===== src/rtl/npc_ctrl_pkg.sv =====
// npc_ctrl_pkg: shared state encodings and halt-reason codes for the NPC control sequencer
package npc_ctrl_pkg;
    typedef enum logic [2:0] {
        FETCH = 3'd0,
        IWAIT = 3'd1,
        EXEC  = 3'd2,
        MREQ  = 3'd3,
        MWAIT = 3'd4,
        WB    = 3'd5,
        HALT  = 3'd6
    } state_t;
    localparam logic [1:0] HALT_EBREAK  = 2'd0;
    localparam logic [1:0] HALT_ILLEGAL = 2'd1;
    localparam logic [1:0] HALT_ITO     = 2'd2;
    localparam logic [1:0] HALT_DTO     = 2'd3;
endpackage


===== src/rtl/npc_ctrl_fsm_if.sv =====
// npc_ctrl_fsm_if: instruction- and data-memory valid/ready handshakes between sequencer and memories
interface npc_ctrl_fsm_if;
    logic imem_req_valid;
    logic imem_req_ready;
    logic imem_rsp_valid;
    logic dmem_req_valid;
    logic dmem_req_we;
    logic dmem_req_ready;
    logic dmem_rsp_valid;
    modport master (
        output imem_req_valid, dmem_req_valid, dmem_req_we,
        input  imem_req_ready, imem_rsp_valid, dmem_req_ready, dmem_rsp_valid
    );
    modport slave (
        input  imem_req_valid, dmem_req_valid, dmem_req_we,
        output imem_req_ready, imem_rsp_valid, dmem_req_ready, dmem_rsp_valid
    );
endinterface


===== src/rtl/npc_wait_timer.sv =====
// npc_wait_timer: per-wait-state cycle counter; expired when the count reaches TIMEOUT (0 disables)
module npc_wait_timer #(
    parameter int unsigned TIMEOUT = 255,
    parameter int unsigned TO_W    = 8
) (
    input  logic clk,
    input  logic rst,
    input  logic clr,
    input  logic en,
    output logic expired
);
    logic [TO_W-1:0] cnt;
    always_ff @(posedge clk)
        if (rst || clr) cnt <= '0;
        else if (en) cnt <= cnt + TO_W'(1);
    assign expired = (TIMEOUT != 0) && (cnt == TO_W'(TIMEOUT));
endmodule


===== src/rtl/npc_ctrl_fsm.sv =====
// npc_ctrl_fsm: multi-cycle fetch/exec/mem/writeback sequencer with halt on ebreak, illegal or timeout.
// Define NPC_CTRL_PERF_EN to add the cyc_cnt/instret_cnt performance counters.
module npc_ctrl_fsm
    import npc_ctrl_pkg::*;
#(
    parameter int unsigned TIMEOUT = 255,
    parameter int unsigned TO_W    = 8
) (
    input  logic           clk,
    input  logic           rst,
    input  logic           is_addi,
    input  logic           is_add,
    input  logic           is_jalr,
    input  logic           is_lui,
    input  logic           is_lw,
    input  logic           is_lbu,
    input  logic           is_sw,
    input  logic           is_sb,
    input  logic           is_ebreak,
    input  logic           dec_wen,
    npc_ctrl_fsm_if.master mem,
    output logic           inst_le,
    output logic           ld_le,
    output logic           rf_wen,
    output logic           pc_we,
    output logic           halted,
    output logic [1:0]     halt_code
`ifdef NPC_CTRL_PERF_EN
    ,
    output logic [63:0]    cyc_cnt,
    output logic [63:0]    instret_cnt
`endif
);
    state_t state, state_n;
    logic [1:0] code, code_n;
    logic run, is_st, is_mem, is_alu, wait_st, expired;
    assign run     = !rst;
    assign is_st   = is_sw | is_sb;
    assign is_mem  = is_lw | is_lbu | is_st;
    assign is_alu  = is_addi | is_add | is_jalr | is_lui;
    assign wait_st = state inside {FETCH, IWAIT, MREQ, MWAIT};
    always_ff @(posedge clk)
        if (rst) begin
            state <= FETCH;
            code  <= HALT_EBREAK;
        end else begin
            state <= state_n;
            code  <= code_n;
        end
    // handshakes are tested before the timeout so a completion on the last cycle wins
    always_comb begin
        state_n = state;
        code_n  = code;
        case (state)
            FETCH:
                if (mem.imem_req_ready) state_n = IWAIT;
                else if (expired) begin state_n = HALT; code_n = HALT_ITO; end
            IWAIT:
                if (mem.imem_rsp_valid) state_n = EXEC;
                else if (expired) begin state_n = HALT; code_n = HALT_ITO; end
            EXEC:
                if (is_ebreak) begin state_n = HALT; code_n = HALT_EBREAK; end
                else if (is_mem) state_n = MREQ;
                else if (is_alu) state_n = WB;
                else begin state_n = HALT; code_n = HALT_ILLEGAL; end
            MREQ:
                if (mem.dmem_req_ready) state_n = is_st ? WB : MWAIT;
                else if (expired) begin state_n = HALT; code_n = HALT_DTO; end
            MWAIT:
                if (mem.dmem_rsp_valid) state_n = WB;
                else if (expired) begin state_n = HALT; code_n = HALT_DTO; end
            WB:      state_n = FETCH;
            default: state_n = state;
        endcase
    end
    npc_wait_timer #(.TIMEOUT(TIMEOUT), .TO_W(TO_W)) u_timer (
        .clk     (clk),
        .rst     (rst),
        .clr     (state_n != state),
        .en      (wait_st),
        .expired (expired)
    );
    // outputs are forced low while rst is held, even before the state register settles
    assign mem.imem_req_valid = run && state == FETCH;
    assign mem.dmem_req_valid = run && state == MREQ;
    assign mem.dmem_req_we    = mem.dmem_req_valid && is_st;
    assign inst_le            = run && state == IWAIT && mem.imem_rsp_valid;
    assign ld_le              = run && state == MWAIT && mem.dmem_rsp_valid;
    assign pc_we              = run && state == WB;
    assign rf_wen             = pc_we && dec_wen && !is_st;
    assign halted             = run && state == HALT;
    assign halt_code          = run ? code : 2'd0;
`ifdef NPC_CTRL_PERF_EN
    always_ff @(posedge clk)
        if (rst) begin
            cyc_cnt     <= '0;
            instret_cnt <= '0;
        end else begin
            if (state != HALT) cyc_cnt <= cyc_cnt + 64'd1;
            if (pc_we || (state == EXEC && is_ebreak)) instret_cnt <= instret_cnt + 64'd1;
        end
`endif
endmodule


===== src/flat_wrapper.sv =====
// flat-port wrapper written by rule: the top's interface ports become plain ports
module npc_ctrl_fsm_flat import npc_ctrl_pkg::*;
#(
    parameter int unsigned TIMEOUT = 255,
    parameter int unsigned TO_W    = 8
)
  (clk, rst, is_addi, is_add, is_jalr, is_lui, is_lw, is_lbu, is_sw, is_sb, is_ebreak, dec_wen, inst_le, ld_le, rf_wen, pc_we, halted, halt_code, mem_imem_req_valid, mem_dmem_req_valid, mem_dmem_req_we, mem_imem_req_ready, mem_imem_rsp_valid, mem_dmem_req_ready, mem_dmem_rsp_valid);
  npc_ctrl_fsm_if mem_i ();
  input  logic clk;
  input  logic rst;
  input  logic is_addi;
  input  logic is_add;
  input  logic is_jalr;
  input  logic is_lui;
  input  logic is_lw;
  input  logic is_lbu;
  input  logic is_sw;
  input  logic is_sb;
  input  logic is_ebreak;
  input  logic dec_wen;
  output logic inst_le;
  output logic ld_le;
  output logic rf_wen;
  output logic pc_we;
  output logic halted;
  output logic [1:0] halt_code;
  output wire logic [$bits(mem_i.imem_req_valid)-1:0] mem_imem_req_valid;
  output wire logic [$bits(mem_i.dmem_req_valid)-1:0] mem_dmem_req_valid;
  output wire logic [$bits(mem_i.dmem_req_we)-1:0] mem_dmem_req_we;
  input wire logic [$bits(mem_i.imem_req_ready)-1:0] mem_imem_req_ready;
  input wire logic [$bits(mem_i.imem_rsp_valid)-1:0] mem_imem_rsp_valid;
  input wire logic [$bits(mem_i.dmem_req_ready)-1:0] mem_dmem_req_ready;
  input wire logic [$bits(mem_i.dmem_rsp_valid)-1:0] mem_dmem_rsp_valid;
  assign mem_imem_req_valid = mem_i.imem_req_valid;
  assign mem_dmem_req_valid = mem_i.dmem_req_valid;
  assign mem_dmem_req_we = mem_i.dmem_req_we;
  assign mem_i.imem_req_ready = mem_imem_req_ready;
  assign mem_i.imem_rsp_valid = mem_imem_rsp_valid;
  assign mem_i.dmem_req_ready = mem_dmem_req_ready;
  assign mem_i.dmem_rsp_valid = mem_dmem_rsp_valid;
  npc_ctrl_fsm #(.TIMEOUT(TIMEOUT), .TO_W(TO_W)) u_core (.clk(clk), .rst(rst), .is_addi(is_addi), .is_add(is_add), .is_jalr(is_jalr), .is_lui(is_lui), .is_lw(is_lw), .is_lbu(is_lbu), .is_sw(is_sw), .is_sb(is_sb), .is_ebreak(is_ebreak), .dec_wen(dec_wen), .mem(mem_i), .inst_le(inst_le), .ld_le(ld_le), .rf_wen(rf_wen), .pc_we(pc_we), .halted(halted), .halt_code(halt_code));
endmodule

===== config.mk =====
export PLATFORM = sky130hd
export DESIGN_NAME = npc_ctrl_fsm_flat
export DESIGN_NICKNAME = d
export VERILOG_FILES = /design/src/rtl/npc_ctrl_pkg.sv /design/src/rtl/npc_ctrl_fsm_if.sv /design/src/rtl/npc_wait_timer.sv /design/src/rtl/npc_ctrl_fsm.sv /design/src/flat_wrapper.sv
export SDC_FILE = /design/constraint.sdc
export NUM_CORES = 1
export LEC_CHECK = 0
export ABC_CLOCK_PERIOD_IN_PS = 6500
export BUFFER_PORTS_ARGS = -buffer_cell sky130_fd_sc_hd__clkbuf_2
export CAP_MARGIN = 20
export CELL_PAD_IN_SITES_DETAIL_PLACEMENT = 2
export CELL_PAD_IN_SITES_GLOBAL_PLACEMENT = 2
export CORE_AREA = 2 2 59 61
export CTS_CLUSTER_SIZE = 25
export DETAILED_ROUTE_END_ITERATION = 12
export DIE_AREA = 0 0 61 63
export GPL_TIMING_DRIVEN = 0
export PLACE_DENSITY_LB_ADDON = 0.15
export RECOVER_POWER = 50
export SETUP_SLACK_MARGIN = 0.02
export SYNTH_ARGS = -nofsm -noshare
export SYNTH_HDL_FRONTEND = slang
export SYNTH_HIERARCHICAL = 1
export SYNTH_SLANG_ARGS = --single-unit

===== constraint.sdc =====
create_clock -name clk -period 6.5 [get_ports clk]
set_input_delay 1.95 -clock clk [delete_from_list [all_inputs] [get_ports clk]]
set_output_delay 1.95 -clock clk [all_outputs]
set_load 0.05 [all_outputs]

# Word level (Yosys, flattened, before mapping)

Cells that the tools add are included.

Bitwise operators: 6
Reduce and logical (&&, ||, !) cells: 18
Add/sub/neg operators: 1
Equality and inequality tests: 14
Multiplexer cells: 21

Operators with widths:

| operator                                                        | count |
|---|---|
| 2-bit two-way mux                                               | 11 |
| 3-bit two-way mux                                               | 7 |
| 3-bit case mux with 6 select lines                              | 1 |
| 1-bit logical AND                                               | 11 |
| 2-bit case mux with 5 select lines                              | 1 |
| 3-bit == test, second input constant                            | 3 |
| 8-bit by 1-bit adder with 8-bit output, second input constant   | 1 |
| 8-bit == test, second input constant                            | 1 |
| 2-bit inequality test, second input constant                    | 4 |
| 7-bit AND reduction                                             | 1 |
| 3-bit by 2-bit == test with 1-bit output, second input constant | 2 |
| 3-bit inequality test, second input constant                    | 2 |
| 1-bit bitwise OR                                                | 6 |
| 5-bit nonzero test                                              | 1 |
| 4-bit nonzero test                                              | 1 |
| 3-bit by 1-bit == test with 1-bit output, second input constant | 1 |
| 3-bit logical NOT                                               | 1 |
| 3-bit inequality test                                           | 1 |
| 1-bit logical NOT                                               | 2 |
| 1-bit logical OR                                                | 1 |
| 1-bit two-way mux                                               | 1 |

Flip-flop bits (word level): 13
Input bits: 16

# Longest topological paths before layout

Word-level depth: 9
Depth in mapped cells: 10

# By module

The synthesis kept the hierarchy.

By module, submodules not included:

| module         | area an instance (um^2) | cells each | times used |
|---|---|---|---|
| npc_ctrl_fsm   | 560.5                   | 78         | 1 |
| npc_wait_timer | 355.3                   | 40         | 1 |

# Worst setup path after synthesis

OpenSTA, ideal clock, no wires.

Kind: in2out
From: in rst
To: out mem_imem_req_valid
Stages on the path: 1
Arrival time: 3.399 ns
Setup slack: 1.151 ns
Cell sequence: nor4_1

Cells in the longest elaborated chain, start to end: 2

Ends and longest elaborated chain:

| element            | RTL line           | text |
|---|---|---|
| start: declaration | flat_wrapper.sv:10 | `input logic rst;` |
| 1-bit logical NOT  | npc_ctrl_fsm.sv:37 | `assign run = !rst;` |
| 1-bit logical AND  | npc_ctrl_fsm.sv:84 | `assign mem.imem_req_valid = run && state == FETCH;` |
| end: declaration   | flat_wrapper.sv:27 | `output wire logic [$bits(mem_i.imem_req_valid)-1:0] mem_imem_req_valid;` |

Every way passes these cells.

# Worst setup path in the final report

From: in rst
To: out rf_wen

Cells in the longest elaborated chain, start to end: 4

Ends and longest elaborated chain:

| element                         | RTL line           | text |
|---|---|---|
| 1-bit logical NOT               | npc_ctrl_fsm.sv:37 |  |
| 1-bit logical AND               | npc_ctrl_fsm.sv:89 | `assign pc_we = run && state == WB;` |
| 1-bit logical AND (2 in series) | npc_ctrl_fsm.sv:90 | `assign rf_wen = pc_we && dec_wen && !is_st;` |
| end: declaration                | flat_wrapper.sv:23 | `output logic rf_wen;` |

Every way passes these cells.

==> metrics.md <==
| Metric | Value |
|---|---|
| Syn_area_per_cell | approximately 7.8 µm² |
| Die height | roughly 63 µm |
| CTS tree | done |
| Final Util | 34.3% |
| Worst slew margin | roughly 63% |
| DRC | 0 |
| CP arrival | 2.93 ns |
| Status | completed |
| Vias in the first global route | 1057 |
| Die area | 0.00384 mm² |
| Grt ovf | 0 |
| Clk sinks | 13 |
| Antenna violations before repair | 0 |
| Worst Path Required | between 4 and 5 ns |
| Final period util | between 70% and 80% |
| Top FF cell, synth | dfxtp_1 |
| Antenna Cells | 0 |
| Clock slew seen by the registers of the worst setup and hold paths | around 0.08 ns |
| Worst setup EP type | output port |
| Number of vias per cell | around 5.2 |
| Largest net degree at the start of global routing | 11 |
| Yosys cell types | 42 |
| PD cells | ~180 mW/mm² |
| Endpoints failing setup | 0 |
| Skew-Pair Late Insertion Delay | ~0.27 ns |
| Synth Net Count | 135 |
| Root buf cell | clkbuf_4 |
| Port-buffer cells | 25 |
| Iteration-0 DRC Markers | 19 |
| Clock tree buffer depth | 2 |
| Synth Cell Area | about 900 µm² |
| EDFF count, synth | 0 |
| Routed wire length | 2970 µm |
| Max-Cap Viols | 0 |
| Die width | roughly 60 µm |
| Nets | between 150 and 200 |
| Setup TNS | 0 ns |
| Post-route minimum period | roughly 5 ns |
| Final Hold Viols | 0 |
| H-tree levels | 1 |
| Area Overhead vs Synth | 21.0% |
| # IOs | 26 |
| Leakage | approximately 0.45 nW |
| RSZ-0062 raised after global routing | false |
| Site Rows | 21 |
| 1st-pass router iterations | 3 |
| Worst setup SP type | input pin |
| HPWL Detailed | about 2300 µm |
| Initial Utilization | between 20% and 30% |
| Crit-path max FO | 7 |
| VDD IR max | 0.117 mV |
| Cts hold-fix bufs | 0 |
| Slew @ Worst Pin | about 0.55 ns |
| Post-synthesis sequential area ratio | approximately 28% |
| Setup Fix Bufs, Post-CTS | 0 |
| Core area | 0.00323 mm² |
| Setup Skew | roughly 0.0027 ns |
| GP Congestion | a little under 0.8 |
| Max Fclk | slightly above 200 MHz |
| Cell Area, Placed | between 0.001 and 0.0015 mm² |
| Hold Crit Class | register to register |
| Share of layout cells above drive strength 1 | about a quarter |
| CP Class | input pin to output port |
| Synth Instances | ~120 |
| Post_cts resized | 0 |
| Synth warn | 6 |
| Remaining antenna violation count | 0 |
| Final hold slack | around 0.50 ns |
| Wire per inst | 15.4 µm |
| DR vias | 999 |
| Final Slew Violations | 0 |
| Final instance area | 0.00111 mm² |
| Total CTS buffers | 3 |
| Register bit total from synthesis | 13 |
| Total Routing Usage GR | between 10% and 20% |
| FFs w/ async S/R, synth | 0% |
| Global-route wire length before repair | a little over 5000 µm |
power by group:
| group | leakage, nW | switching (mW) | internal (mW) |
|---|---|---|---|
| clock | 0.0150 | 0.0262 | 0.0238 |
| combinational | 0.334 | 0.0392 | 0.0221 |
| sequential | 0.105 | 0.00436 | 0.0837 |
worst paths after layout:
kind / start / to / slack (ns) / cells past startpoint
max reg2reg: u_core/u_timer/cnt[0]$_SDFFE_PP0P_ / u_core/code[0]$_SDFFE_PP0P_ / 3.97 / 7
min: u_core/u_timer/cnt[6]$_SDFFE_PP0P_ / u_core/u_timer/cnt[6]$_SDFFE_PP0P_ / 0.50 / 2
max: rst / rf_wen / 1.62 / 5
min reg2reg: u_core/u_timer/cnt[6]$_SDFFE_PP0P_ / u_core/u_timer/cnt[6]$_SDFFE_PP0P_ / 0.50 / 2
area by class of cell:
type	count	area, µm²
multi-input cells	94	594
plain buffers	7	31.3
inverters	4	15.0
fillers	394	2120
flip-flops and latches	13	260
well taps	46	57.6
clock buffers	4	26.3
repair buffers	25	124
critical path: stages:
cell and delay (ns):
clkbuf_2 0.14, nor2_1 0.21, and3_1 0.21, and3_1 0.16, clkbuf_2 0.27
stage by stage:
| stage | instances | worst slack, ns | total power [mW] |
|---|---|---|---|
| after floorplan | 118 | 1.15 | 0.130 |
| after global placement | 189 | 1.63 | 0.150 |
| after detailed placement | 189 | 1.61 | 0.152 |
| after CTS | 193 | 1.61 | 0.203 |
| after global routing | 193 | 1.52 | 0.212 |
| final | 193 | 1.62 | 0.199 |
logic make-up after synthesis:
family                   after synthesis  share of synthesized area [%]
AO/OA/AOI/OAI                         34                           23.9
adder cells (fa/ha/maj)                1                           1.37
AND/OR/NAND/NOR                       52                           34.0
buffers and inverters                 11                           5.05
multiplexers                           3                           3.42
XOR/XNOR                               4                           3.83
flip-flops                            13                           28.4
cells in the mapped netlist, types with 2 or more instances:
library cell / number / share of area (%)
nand3_1: 3 / 1.6
dfxtp_1: 13 / 28
a21oi_1: 10 / 5.5
nand2_1: 5 / 2.0
xor2_1: 3 / 2.9
nor3_1: 5 / 2.7
buf_2: 4 / 2.2
nor2_1: 11 / 4.5
nor4_1: 2 / 1.4
a221oi_1: 2 / 1.9
or3_2: 2 / 1.6
nor2b_1: 8 / 5.5
clkbuf_1: 3 / 1.2
o21ai_0: 9 / 4.9
a211oi_1: 2 / 1.6
mux2i_1: 2 / 2.2
o21a_1: 3 / 2.5
and3_1: 3 / 2.0
inv_1: 4 / 1.6
nand4_1: 2 / 1.4
cell usage in the layout, fill, tap and decap left out, types with 3 or more instances in the layout:
cell,netlist,routed
o21a_1,3,3
nor2_1,11,11
o21ai_0,9,9
and3_1,3,3
nand3_1,3,3
clkbuf_2,0,24
buf_2,4,4
nand2_1,5,5
dfxtp_1,13,13
xor2_1,3,3
nor4_1,2,3
inv_1,4,4
a21oi_1,10,10
nor3_1,5,5
nor2b_1,8,8
clkbuf_4,0,3
clkbuf_1,3,5
sequential cells by signal, summed over array words and instances, names as in the netlist:
| signal | cells |
|---|---|
| u_core/code | 2 |
| u_core/state | 3 |
| u_core/u_timer/cnt | 8 |
metal layers:
layer	vias up	GRT usage (%)	share of wire, %
li1	491	-	-
met5	-	0	0
met2	19	28.8	48
met4	0	1.63	0.40
met3	2	3.73	3.4
met1	487	23.9	48
No activity file was read; power rests on OpenSTA's default activity.
